File: src/rtl/avl_burst_arbiter_pkg.sv
// Shared types and defaults for the two-port Avalon-MM burst arbiter.
// Tag FIFO entries record which port owns each outstanding read burst.
package avl_burst_arbiter_pkg;

    localparam int DW_DEF        = 64;
    localparam int AW_DEF        = 29;
    localparam int BW_DEF        = 8;
    localparam int TAG_DEPTH_DEF = 4;

    // Tag burstcount field is wide enough for any BW up to 16 bits.
    localparam int TAG_BC_W = 16;

    typedef enum logic [1:0] {
        ST_IDLE     = 2'd0,
        ST_RD_CMD   = 2'd1,
        ST_WR_BURST = 2'd2
    } state_t;

    typedef struct packed {
        logic                port;
        logic [TAG_BC_W-1:0] burstcount;
    } tag_t;

endpackage

File: src/rtl/avl_rd_tag_fifo.sv
// Synchronous tag FIFO with a combinational head; a push and a pop in the
// same cycle both take effect, even when full.
module avl_rd_tag_fifo
    import avl_burst_arbiter_pkg::*;
#(
    parameter int DEPTH = TAG_DEPTH_DEF
) (
    input  logic clk,
    input  logic reset_n,
    input  logic push,
    input  tag_t push_data,
    input  logic pop,
    output tag_t head,
    output logic full,
    output logic empty
);

    localparam int PW = $clog2(DEPTH);

    logic [PW:0] wr_ptr_q;
    logic [PW:0] rd_ptr_q;
    tag_t        mem [DEPTH];
    logic        do_push;
    logic        do_pop;

    // Pointers carry one extra wrap bit to tell full from empty.
    assign empty   = (wr_ptr_q == rd_ptr_q);
    assign full    = (wr_ptr_q[PW] != rd_ptr_q[PW]) &&
                     (wr_ptr_q[PW-1:0] == rd_ptr_q[PW-1:0]);
    assign do_pop  = pop & ~empty;
    assign do_push = push & (~full | do_pop);
    assign head    = mem[rd_ptr_q[PW-1:0]];

    always_ff @(posedge clk or negedge reset_n) begin
        if (!reset_n) begin
            wr_ptr_q <= '0;
            rd_ptr_q <= '0;
        end else begin
            if (do_push) wr_ptr_q <= wr_ptr_q + (PW+1)'(1);
            if (do_pop)  rd_ptr_q <= rd_ptr_q + (PW+1)'(1);
        end
    end

    always_ff @(posedge clk) begin
        if (do_push) mem[wr_ptr_q[PW-1:0]] <= push_data;
    end

endmodule

File: src/rtl/avl_burst_arbiter.sv
// Two-port round-robin Avalon-MM burst arbiter onto one shared master.
// Reads are tagged so returning data is steered back to the issuing port.
module avl_burst_arbiter
    import avl_burst_arbiter_pkg::*;
#(
    parameter int DW        = DW_DEF,
    parameter int AW        = AW_DEF,
    parameter int BW        = BW_DEF,
    parameter int TAG_DEPTH = TAG_DEPTH_DEF
) (
    input  logic            clk,
    input  logic            reset_n,

    input  logic [AW-1:0]   s0_address,
    input  logic [BW-1:0]   s0_burstcount,
    input  logic            s0_read,
    input  logic            s0_write,
    input  logic [DW-1:0]   s0_writedata,
    input  logic [DW/8-1:0] s0_byteenable,
    output logic            s0_waitrequest,
    output logic [DW-1:0]   s0_readdata,
    output logic            s0_readdatavalid,

    input  logic [AW-1:0]   s1_address,
    input  logic [BW-1:0]   s1_burstcount,
    input  logic            s1_read,
    input  logic            s1_write,
    input  logic [DW-1:0]   s1_writedata,
    input  logic [DW/8-1:0] s1_byteenable,
    output logic            s1_waitrequest,
    output logic [DW-1:0]   s1_readdata,
    output logic            s1_readdatavalid,

    output logic [AW-1:0]   m_address,
    output logic [BW-1:0]   m_burstcount,
    output logic            m_read,
    output logic            m_write,
    output logic [DW-1:0]   m_writedata,
    output logic [DW/8-1:0] m_byteenable,
    input  logic            m_waitrequest,
    input  logic [DW-1:0]   m_readdata,
    input  logic            m_readdatavalid,

    output logic [1:0]      grant,
    output logic            rd_orphan
);

    state_t        state_q, state_d;
    logic          owner_q, owner_d;
    logic          last_q, last_d;
    logic [BW-1:0] wr_cnt_q, wr_cnt_d;
    logic [BW-1:0] rd_cnt_q, rd_cnt_d;
    logic          orphan_q, orphan_d;

    logic [1:0]      rd_in, wr_in;
    logic [AW-1:0]   addr_in  [2];
    logic [BW-1:0]   bc_in    [2];
    logic [DW-1:0]   wdata_in [2];
    logic [DW/8-1:0] be_in    [2];
    logic [1:0]      rd_req, wr_req, req;
    logic [1:0]      wait_out, rdv_out;

    logic          winner;
    logic [BW-1:0] bc_eff;
    logic [BW-1:0] wr_base;
    logic [BW-1:0] rd_base;
    logic          ret_beat;
    logic          tag_push, tag_pop;
    tag_t          push_tag, head_tag;
    logic          fifo_full, fifo_empty;

    assign rd_in       = {s1_read, s0_read};
    assign wr_in       = {s1_write, s0_write};
    assign addr_in[0]  = s0_address;
    assign addr_in[1]  = s1_address;
    assign bc_in[0]    = s0_burstcount;
    assign bc_in[1]    = s1_burstcount;
    assign wdata_in[0] = s0_writedata;
    assign wdata_in[1] = s1_writedata;
    assign be_in[0]    = s0_byteenable;
    assign be_in[1]    = s1_byteenable;

    genvar gi;
    generate
        for (gi = 0; gi < 2; gi++) begin : g_port
            // A read only counts as a request while there is a free tag.
            assign rd_req[gi]   = rd_in[gi] & ~fifo_full;
            assign wr_req[gi]   = wr_in[gi];
            assign req[gi]      = rd_req[gi] | wr_req[gi];
            assign wait_out[gi] = ~((state_q != ST_IDLE) && (owner_q == 1'(gi))) | m_waitrequest;
            assign rdv_out[gi]  = m_readdatavalid & ~fifo_empty & (head_tag.port == 1'(gi));
        end
    endgenerate

    assign s0_waitrequest   = wait_out[0];
    assign s1_waitrequest   = wait_out[1];
    assign s0_readdatavalid = rdv_out[0];
    assign s1_readdatavalid = rdv_out[1];
    assign s0_readdata      = m_readdata;
    assign s1_readdata      = m_readdata;

    // On a tie the port that was not granted last wins.
    assign winner = (req[0] & req[1]) ? ~last_q : req[1];

    assign m_address    = addr_in[owner_q];
    assign m_burstcount = bc_in[owner_q];
    assign m_writedata  = wdata_in[owner_q];
    assign m_byteenable = be_in[owner_q];
    assign m_read       = (state_q == ST_RD_CMD)   & rd_in[owner_q];
    assign m_write      = (state_q == ST_WR_BURST) & wr_in[owner_q];

    assign bc_eff  = (bc_in[owner_q] == '0) ? BW'(1) : bc_in[owner_q];
    // A zero write counter means the first beat has not been accepted yet.
    assign wr_base = (wr_cnt_q == '0) ? bc_eff : wr_cnt_q;

    assign push_tag.port       = owner_q;
    assign push_tag.burstcount = TAG_BC_W'(bc_eff);

    assign grant     = (state_q == ST_IDLE) ? 2'b00 : (owner_q ? 2'b10 : 2'b01);
    assign rd_orphan = orphan_q;

    always_comb begin
        state_d  = state_q;
        owner_d  = owner_q;
        last_d   = last_q;
        wr_cnt_d = wr_cnt_q;
        tag_push = 1'b0;
        case (state_q)
            ST_IDLE: begin
                wr_cnt_d = '0;
                if (|req) begin
                    owner_d = winner;
                    last_d  = winner;
                    state_d = rd_req[winner] ? ST_RD_CMD : ST_WR_BURST;
                end
            end
            ST_RD_CMD: begin
                if (m_read && !m_waitrequest) begin
                    tag_push = 1'b1;
                    state_d  = ST_IDLE;
                end
            end
            ST_WR_BURST: begin
                if (m_write && !m_waitrequest) begin
                    wr_cnt_d = wr_base - BW'(1);
                    if (wr_base == BW'(1)) state_d = ST_IDLE;
                end
            end
            default: state_d = ST_IDLE;
        endcase
    end

    // Return path: a zero counter means the head burst has not started yet.
    assign ret_beat = m_readdatavalid & ~fifo_empty;
    assign rd_base  = (rd_cnt_q == '0) ? BW'(head_tag.burstcount) : rd_cnt_q;
    assign tag_pop  = ret_beat & (rd_base == BW'(1));

    always_comb begin
        rd_cnt_d = rd_cnt_q;
        orphan_d = orphan_q | (m_readdatavalid & fifo_empty);
        if (ret_beat) rd_cnt_d = rd_base - BW'(1);
    end

    always_ff @(posedge clk or negedge reset_n) begin
        if (!reset_n) begin
            state_q  <= ST_IDLE;
            owner_q  <= 1'b0;
            last_q   <= 1'b1;
            wr_cnt_q <= '0;
            rd_cnt_q <= '0;
            orphan_q <= 1'b0;
        end else begin
            state_q  <= state_d;
            owner_q  <= owner_d;
            last_q   <= last_d;
            wr_cnt_q <= wr_cnt_d;
            rd_cnt_q <= rd_cnt_d;
            orphan_q <= orphan_d;
        end
    end

    avl_rd_tag_fifo #(
        .DEPTH(TAG_DEPTH)
    ) u_tag_fifo (
        .clk      (clk),
        .reset_n  (reset_n),
        .push     (tag_push),
        .push_data(push_tag),
        .pop      (tag_pop),
        .head     (head_tag),
        .full     (fifo_full),
        .empty    (fifo_empty)
    );

endmodule

File: config.mk
export PLATFORM = sky130hd
export DESIGN_NAME = avl_burst_arbiter
export DESIGN_NICKNAME = d
export VERILOG_FILES = /design/src/rtl/avl_burst_arbiter_pkg.sv /design/src/rtl/avl_rd_tag_fifo.sv /design/src/rtl/avl_burst_arbiter.sv
export SDC_FILE = /design/constraint.sdc
export NUM_CORES = 1
export LEC_CHECK = 0
export BUFFER_PORTS_ARGS = -buffer_cell sky130_fd_sc_hd__buf_2
export CAP_MARGIN = 20
export CORE_AREA = 2 2 209 211
export CTS_BUF_LIST = sky130_fd_sc_hd__clkbuf_16
export DETAILED_ROUTE_END_ITERATION = 12
export DIE_AREA = 0 0 211 213
export SLEW_MARGIN = 25
export SYNTH_ARGS = -nofsm -noshare
export SYNTH_HDL_FRONTEND = slang
export SYNTH_SLANG_ARGS = --single-unit
File: constraint.sdc
create_clock -name clk -period 2.8 [get_ports clk]
set_clock_uncertainty 0.1 [all_clocks]
set_input_delay 0.14 -clock clk [delete_from_list [all_inputs] [get_ports clk]]
set_output_delay 0.14 -clock clk [all_outputs]
set_load 0.02 [all_outputs]
# --- Word-level counts from Yosys, hierarchy flattened ---
# Memories as Yosys holds them, arrays and structs flattened.
# Cells that the tools add are included.
op_classes:
  n_lt_le_gt_ge: 3
  mux: 36
  n_addsub: 4
  bitwise_logic: 26
  reduce_logical: 16
  n_eq_ne: 11
op_table:
  columns: ["cell", "n"]
  rows:
  - ["$mux W64", 3]
  - ["$mux W29", 3]
  - ["$mux W8", 10]
  - ["$logic_not A8 Y1", 3]
  - ["$eq A8 B1 Y1 const B", 2]
  - ["$pmux W8 S2", 1]
  - ["$sub A8 B1 Y8 const B", 2]
  - ["$mux W2", 7]
  - ["$and A1 B1 Y1", 12]
  - ["$mux W1", 11]
  - ["$ne A2 B1 Y1 const B", 4]
  - ["$not A1 Y1", 7]
  - ["$add A3 B1 Y3 const B", 2]
  - ["$or A1 B1 Y1", 6]
  - ["$pmux W2 S3", 1]
  - ["$logic_and A1 B1 Y1", 5]
  - ["$lt A1 B2 Y1 const B", 2]
  - ["$reduce_and A2 Y1", 2]
  - ["$reduce_and A4 Y1", 1]
  - ["$reduce_bool A2 Y1", 2]
  - ["$eq A3 B3 Y1", 1]
  - ["$eq A2 B1 Y1 const B", 1]
  - ["$eq A2 B2 Y1", 1]
  - ["$eq A2 B2 Y1 const B", 1]
  - ["6 further kinds", 6]
word_totals:
  output_inout_bits: 246
  ff_bits: 27
  n_memories: 1
  input_bits: 290
  word_cells: 105
  mem_bits_rw: 36
memory_table:
  columns: ["memory", "depth", "width", "read_ports", "rd_clocked_by_memory_dff", "write_ports", "line", "text"]
  rows:
  - ["u_tag_fifo.mem", 4, 9, 1, 0, 1, "avl_rd_tag_fifo.sv:22", "tag_t mem [DEPTH];"]

# --- Logic depth before layout (Yosys ltp) ---
logic_depth:
  depth_word: 12
  depth_mapped: 10
  mapped_depth_nobuf: 9

# --- Modules after synthesis ---
# A second synthesis with hierarchy kept.
unflattened:
  hier_cells: 597
  area_unflattened_um2: 6944.2
modules_own_cells:
  columns: ["module", "n_inst", "cells_per_inst", "seq_area_each_um2", "area_each_um2"]
  rows:
  - ["avl_burst_arbiter", 1, 462, 526.8, 4032.6]
  - ["avl_rd_tag_fifo", 1, 135, 2192.1, 2911.5]

# --- Worst setup path before layout ---
# Ideal clock, no wire load.
synth_timing:
  kind: "register -> register"
  from: "register rd_cnt_q[0]"
  to: "memory u_tag_fifo.mem[0][0] (netlist bit), enable pin"
  arrival_ns: 2.204
  path_buffers: 1
  setup_time_ns: 0.338
  setup_slack_ns: 0.158
  period_less_slack_ns: 2.642
  path_stages_with_launch: 9
  cell_sequence: "dfrtp_1 nor4_1 and2_1 clkbuf_1 a21o_1 ha_1 nand3_1 o21ai_4 and3_1"
synth_between:
  elab_chain_cells: 9
synth_lines:
  columns: ["element", "line", "text"]
  rows:
  - ["from (decl)", "avl_burst_arbiter.sv:52", "logic [BW-1:0] rd_cnt_q, rd_cnt_d;"]
  - ["from (signal assigned)", "avl_burst_arbiter.sv:177", "rd_cnt_q <= rd_cnt_d;"]
  - ["$logic_not A8 Y1", "avl_burst_arbiter.sv:155", "assign rd_base = (rd_cnt_q == '0) ? BW'(head_tag.burstcount) : rd_cnt_q;"]
  - ["$mux W8 *", "avl_burst_arbiter.sv:155", null]
  - ["$eq A8 B1 Y1 *", "avl_burst_arbiter.sv:156", "assign tag_pop = ret_beat & (rd_base == BW'(1));"]
  - ["$and A1 B1 Y1 *", "avl_burst_arbiter.sv:156", null]
  - ["$and A1 B1 Y1 *", "avl_rd_tag_fifo.sv:30", "assign do_pop = pop & ~empty;"]
  - ["$or A1 B1 Y1 *", "avl_rd_tag_fifo.sv:31", "assign do_push = push & (~full | do_pop);"]
  - ["$and A1 B1 Y1 *", "avl_rd_tag_fifo.sv:31", null]
  - ["$mux W1 *", "avl_rd_tag_fifo.sv:45", "if (do_push) mem[wr_ptr_q[PW-1:0]] <= push_data;"]
  - ["$mux W1 (implied by the code) *", "avl_rd_tag_fifo.sv:45", null]
  - ["to (decl)", "avl_rd_tag_fifo.sv:22", null]
# Mark *: on every way between the ends. The rest lies on a longest branch, timed or not.

# --- Worst setup path in the final report ---
layout_timing:
  from: "register owner_q"
  to: "output m_writedata[46]"
layout_between:
  elab_chain_cells: 4
layout_lines:
  columns: ["element", "line", "text"]
  rows:
  - ["from (decl)", "avl_burst_arbiter.sv:49", "logic owner_q, owner_d;"]
  - ["from (signal assigned)", "avl_burst_arbiter.sv:174", "owner_q <= owner_d;"]
  - ["$not A1 Y2 (implied by the code)", "avl_burst_arbiter.sv:107", "assign m_writedata = wdata_in[owner_q];"]
  - ["$mux W64 (implied by the code) (3 in series)", "avl_burst_arbiter.sv:107", null]
  - ["to (decl)", "avl_burst_arbiter.sv:38", "output logic [DW-1:0] m_writedata,"]
# No other way between the ends. The select of a mux whose other input is x is not followed.

==> impl_metrics.env <==
export IMPL_vdd_ir_drop_max_v=0.000450
export IMPL_synthTopCellsByCount="128 x buf_4, 113 x mux2_2, 36 x edfxtp_1"
export IMPL_yosysMostFrequentCell="buf_4"
export IMPL_stdcell_area_sq_um=7470
export IMPL_crit_fanout=46
export IMPL_synth_top_area_share_pct=22.8
export IMPL_cp_arrival_ns=2.40
export IMPL_final_hold_violation_count=0
export IMPL_tns_ns=0
export IMPL_r2r_slack_ns=0.17
export IMPL_synth_edff_count=36
export IMPL_wirelength_um=31600
export IMPL_hold_path_depth=4
export IMPL_tritoncts="yes"
export IMPL_avgRoutedWirePerCell_um=23.9
export IMPL_status="finished, final reports clean"
export IMPL_cts_sinks=63
export IMPL_row_count=76
export IMPL_hp_start="s1_write"
export IMPL_critical_path_class="flop to primary output"
export IMPL_finalSetupViolCount=0
export IMPL_reg2reg_to="u_tag_fifo.mem[2][2]$_DFFE_PP_"
export IMPL_synth_seq_cells=63
export IMPL_crit_required_ns=2.56
export IMPL_place_area_sq_um=7110
export IMPL_async_flop_share_pct=42.9
export IMPL_dieWidth_um=211
export IMPL_yosys_warnings=0
export IMPL_ios=536
export IMPL_worstRegToRegCells=7
export IMPL_rsz0062_at_grt="false"
export IMPL_numCtsBuffers=9
export IMPL_tightest_slew_ns=0.725
export IMPL_grt_max_degree=47
export IMPL_worstSkewPairLatency_ns=0.33
export IMPL_crit_path_cell_trace="buf_4 > buf_4 > mux2_2 > buf_2"
export IMPL_clkSlewWorstSetupHoldPaths_ns=0.05
export IMPL_vias_per_cell=3.85
export IMPL_clockRootBuffer="clkbuf_16"
export IMPL_report_final_slew_viol_count=0
export IMPL_drive_above_1_share_pct=66.1
export IMPL_r2r_start="u_tag_fifo.rd_ptr_q[0]$_DFFE_PN0P_"
export IMPL_fin_util_pct=17.5
export IMPL_startpoint_type="flop"
export IMPL_cts_max_level=3
export IMPL_holdWs_ns=0.0997
export IMPL_die_area_sq_um=44900
export IMPL_synthTopCellsByArea="mux2_2 23%, edfxtp_1 19%, buf_4 17%"
export IMPL_fmax_ghz=0.378
export IMPL_path_delay_family="buffers and inverters"
export IMPL_grt_pass1_vias=4740
export IMPL_end_kind="primary output"
export IMPL_yosysSeqAreaShare_pct=31.5
export IMPL_vias=5080
export IMPL_crit_path_top_delay_cell="dfrtp_4"
export IMPL_syn_area_sq_um=5580
export IMPL_ys_types=58
export IMPL_grt_overflow_total=0
export IMPL_final_nets=1063
export IMPL_core_region_area_sq_um=42700
export IMPL_grt_usage_pct=13.4
export IMPL_slew_headroom_pct=50.4
export IMPL_finalWeightedCongestion=0.836
export IMPL_maxCapViolCount=0
export IMPL_hold_class="input port to flop"
export IMPL_drtAntennaViolNets=0
export IMPL_path_buf_inv=3
export IMPL_grt_pass1_wl_um=40100
export IMPL_first_pass_iters=5
export IMPL_slowest_delay_ns=0.56
export IMPL_syn_to_final_growth_pct=33.9
export IMPL_drt_initial_drc_count=200
export IMPL_fill_cells=4744
export IMPL_die_h_um=213
export IMPL_power_density_nw_per_um2=953
export IMPL_leakage_nw=3.34
export IMPL_syn_inst=536
export IMPL_fin_crit_sh_pct=94.4
export IMPL_yosys_area_top_type="mux2_2"
export IMPL_min_period_ns=2.64
export IMPL_antenna_found_initial=39
export IMPL_crit_path_frequent_cell="buf_4"
export IMPL_initial_core_util_pct=13.1
export IMPL_route_detailed_drc=0
export IMPL_synth_ff_type="edfxtp_1"
export IMPL_cts_buffer_depth=2
export IMPL_syn_avg_cell_area_sq_um=10.4
export IMPL_hold_end="last_q$_DFFE_PN1P_"
export IMPL_io_buffers=343
export IMPL_dp_hpwl_um=28500
export IMPL_synth_fp_nets=835
==> area by class of cell <==
class	instances	area [sq um]	area share (%)
multi-input combinational	313	2730	36.6
sequential	63	1760	23.6
clock buffer	9	225	3.02
timing repair buffer	365	1920	25.8
inverter	12	45.0	0.603
clock inverter	7	81.3	1.09
tap	546	683	9.15
antenna	6	15.0	0.201
==> state kept, by name (all words and copies together), names as in the netlist <==
name / flops
u_tag_fifo.rd_ptr_q: 3
u_tag_fifo.wr_ptr_q: 3
last_q: 1
wr_cnt_q: 8
owner_q: 1
rd_cnt_q: 8
u_tag_fifo.mem: 36
state_q: 2
rd_orphan: 1
==> logic make-up (layout without fill, tap and decap cells) <==
group,count (synthesis),count (layout),synth area share [%]
other cells,0,6,0
fa+ha+maj,9,9,2.02
xor+xnor,9,9,1.41
buf+inv,160,393,19.6
mux,129,129,27.9
compound gates,62,62,7.74
simple gates,104,104,9.83
flops,63,63,31.5
==> per-layer routing <==
| layer | track usage [%] | wire, um |
|---|---|---|
| met4 | 1.89 | 596 |
| met2 | 20.9 | 14200 |
| met1 | 17.8 | 13200 |
| met5 | 0 | 13 |
| met3 | 5.37 | 3600 |
==> stage by stage <==
stage | power, mW | setup slack, ns | cells
after global placement | 5.96 | 0.0943 | 1296
after CTS | 7.19 | 0.0183 | 1314
final | 7.12 | 0.157 | 1321
after floorplan | 4.78 | 0.158 | 536
after detailed placement | 6.01 | 0.0318 | 1296
after global routing | 7.60 | 0.0142 | 1316
==> repair_timing <==
action | 4_1_cts | 5_1_grt
gates resized for setup | 0 | 2
setup endpoints to repair | 0 | 38
hold buffers | 2 | 0
hold endpoints to repair | 27 | 0
buffers inserted | 0 | 1
==> worst min-delay path: cells and delay by family <==
| kind | cells | cell delay (ns) |
|---|---|---|
| AO/OA/AOI/OAI | 1 | 0.13 |
| AND/OR/NAND/NOR | 2 | 0.14 |
| buffers and inverters | 1 | 0.11 |
==> cell usage in the layout (no fill, tap or decap), types with 3 or more instances in the layout <==
cell       Yosys  layout
nand3b_1       3       3
nand2b_1       4       4
clkbuf_16      0       9
xor2_1         4       4
a31oi_1        4       4
o21ai_0        5       5
buf_2          3     343
mux2_2       113     113
nor4_1         4       4
nand2_1       27      27
nand3_1        3       3
buf_12         0       3
a22oi_1        3       3
o22a_1         3       3
nor3_1        12      12
mux4_2         8       8
or3_1          3       3
edfxtp_1      36      36
nor2_1        27      27
a22o_1         4       4
diode_2        0       6
a21oi_1       13      13
nor3b_1        4       4
ha_1           9       9
xnor2_1        5       5
o21bai_1       3       3
o21ai_1        7       7
a21o_1         4       4
inv_1         12      14
mux2i_1        4       4
dfrtp_1       26      24
and3_1         6       6
buf_4        128      17
==> report_power, final <==
part           switching [mW]  internal, mW
logic                    2.58          1.90
registers               0.269          1.23
clock network           0.378         0.765
total                    3.23          3.89
==> how the worst max path moves through the flow <==
| stage | start | endpoint | slack, ns | cells past startpoint |
|---|---|---|---|---|
| global route | u_tag_fifo.rd_ptr_q[0]$_DFFE_PN0P_ | u_tag_fifo.mem[2][2]$_DFFE_PP_ | 0.01 | 7 |
| global placement | u_tag_fifo.rd_ptr_q[0]$_DFFE_PN0P_ | u_tag_fifo.mem[3][3]$_DFFE_PP_ | 0.09 | 6 |
| finish | owner_q$_DFFE_PN0P_ | m_writedata[46] | 0.16 | 4 |
| detailed placement | u_tag_fifo.rd_ptr_q[0]$_DFFE_PN0P_ | u_tag_fifo.mem[3][3]$_DFFE_PP_ | 0.03 | 6 |
| CTS | u_tag_fifo.rd_ptr_q[0]$_DFFE_PN0P_ | u_tag_fifo.mem[3][2]$_DFFE_PP_ | 0.02 | 6 |
| floorplan | rd_cnt_q[0]$_DFFE_PN0N_ | u_tag_fifo.mem[0][0]$_DFFE_PP_ | 0.16 | 8 |
(Power assumes the default switching activity.)
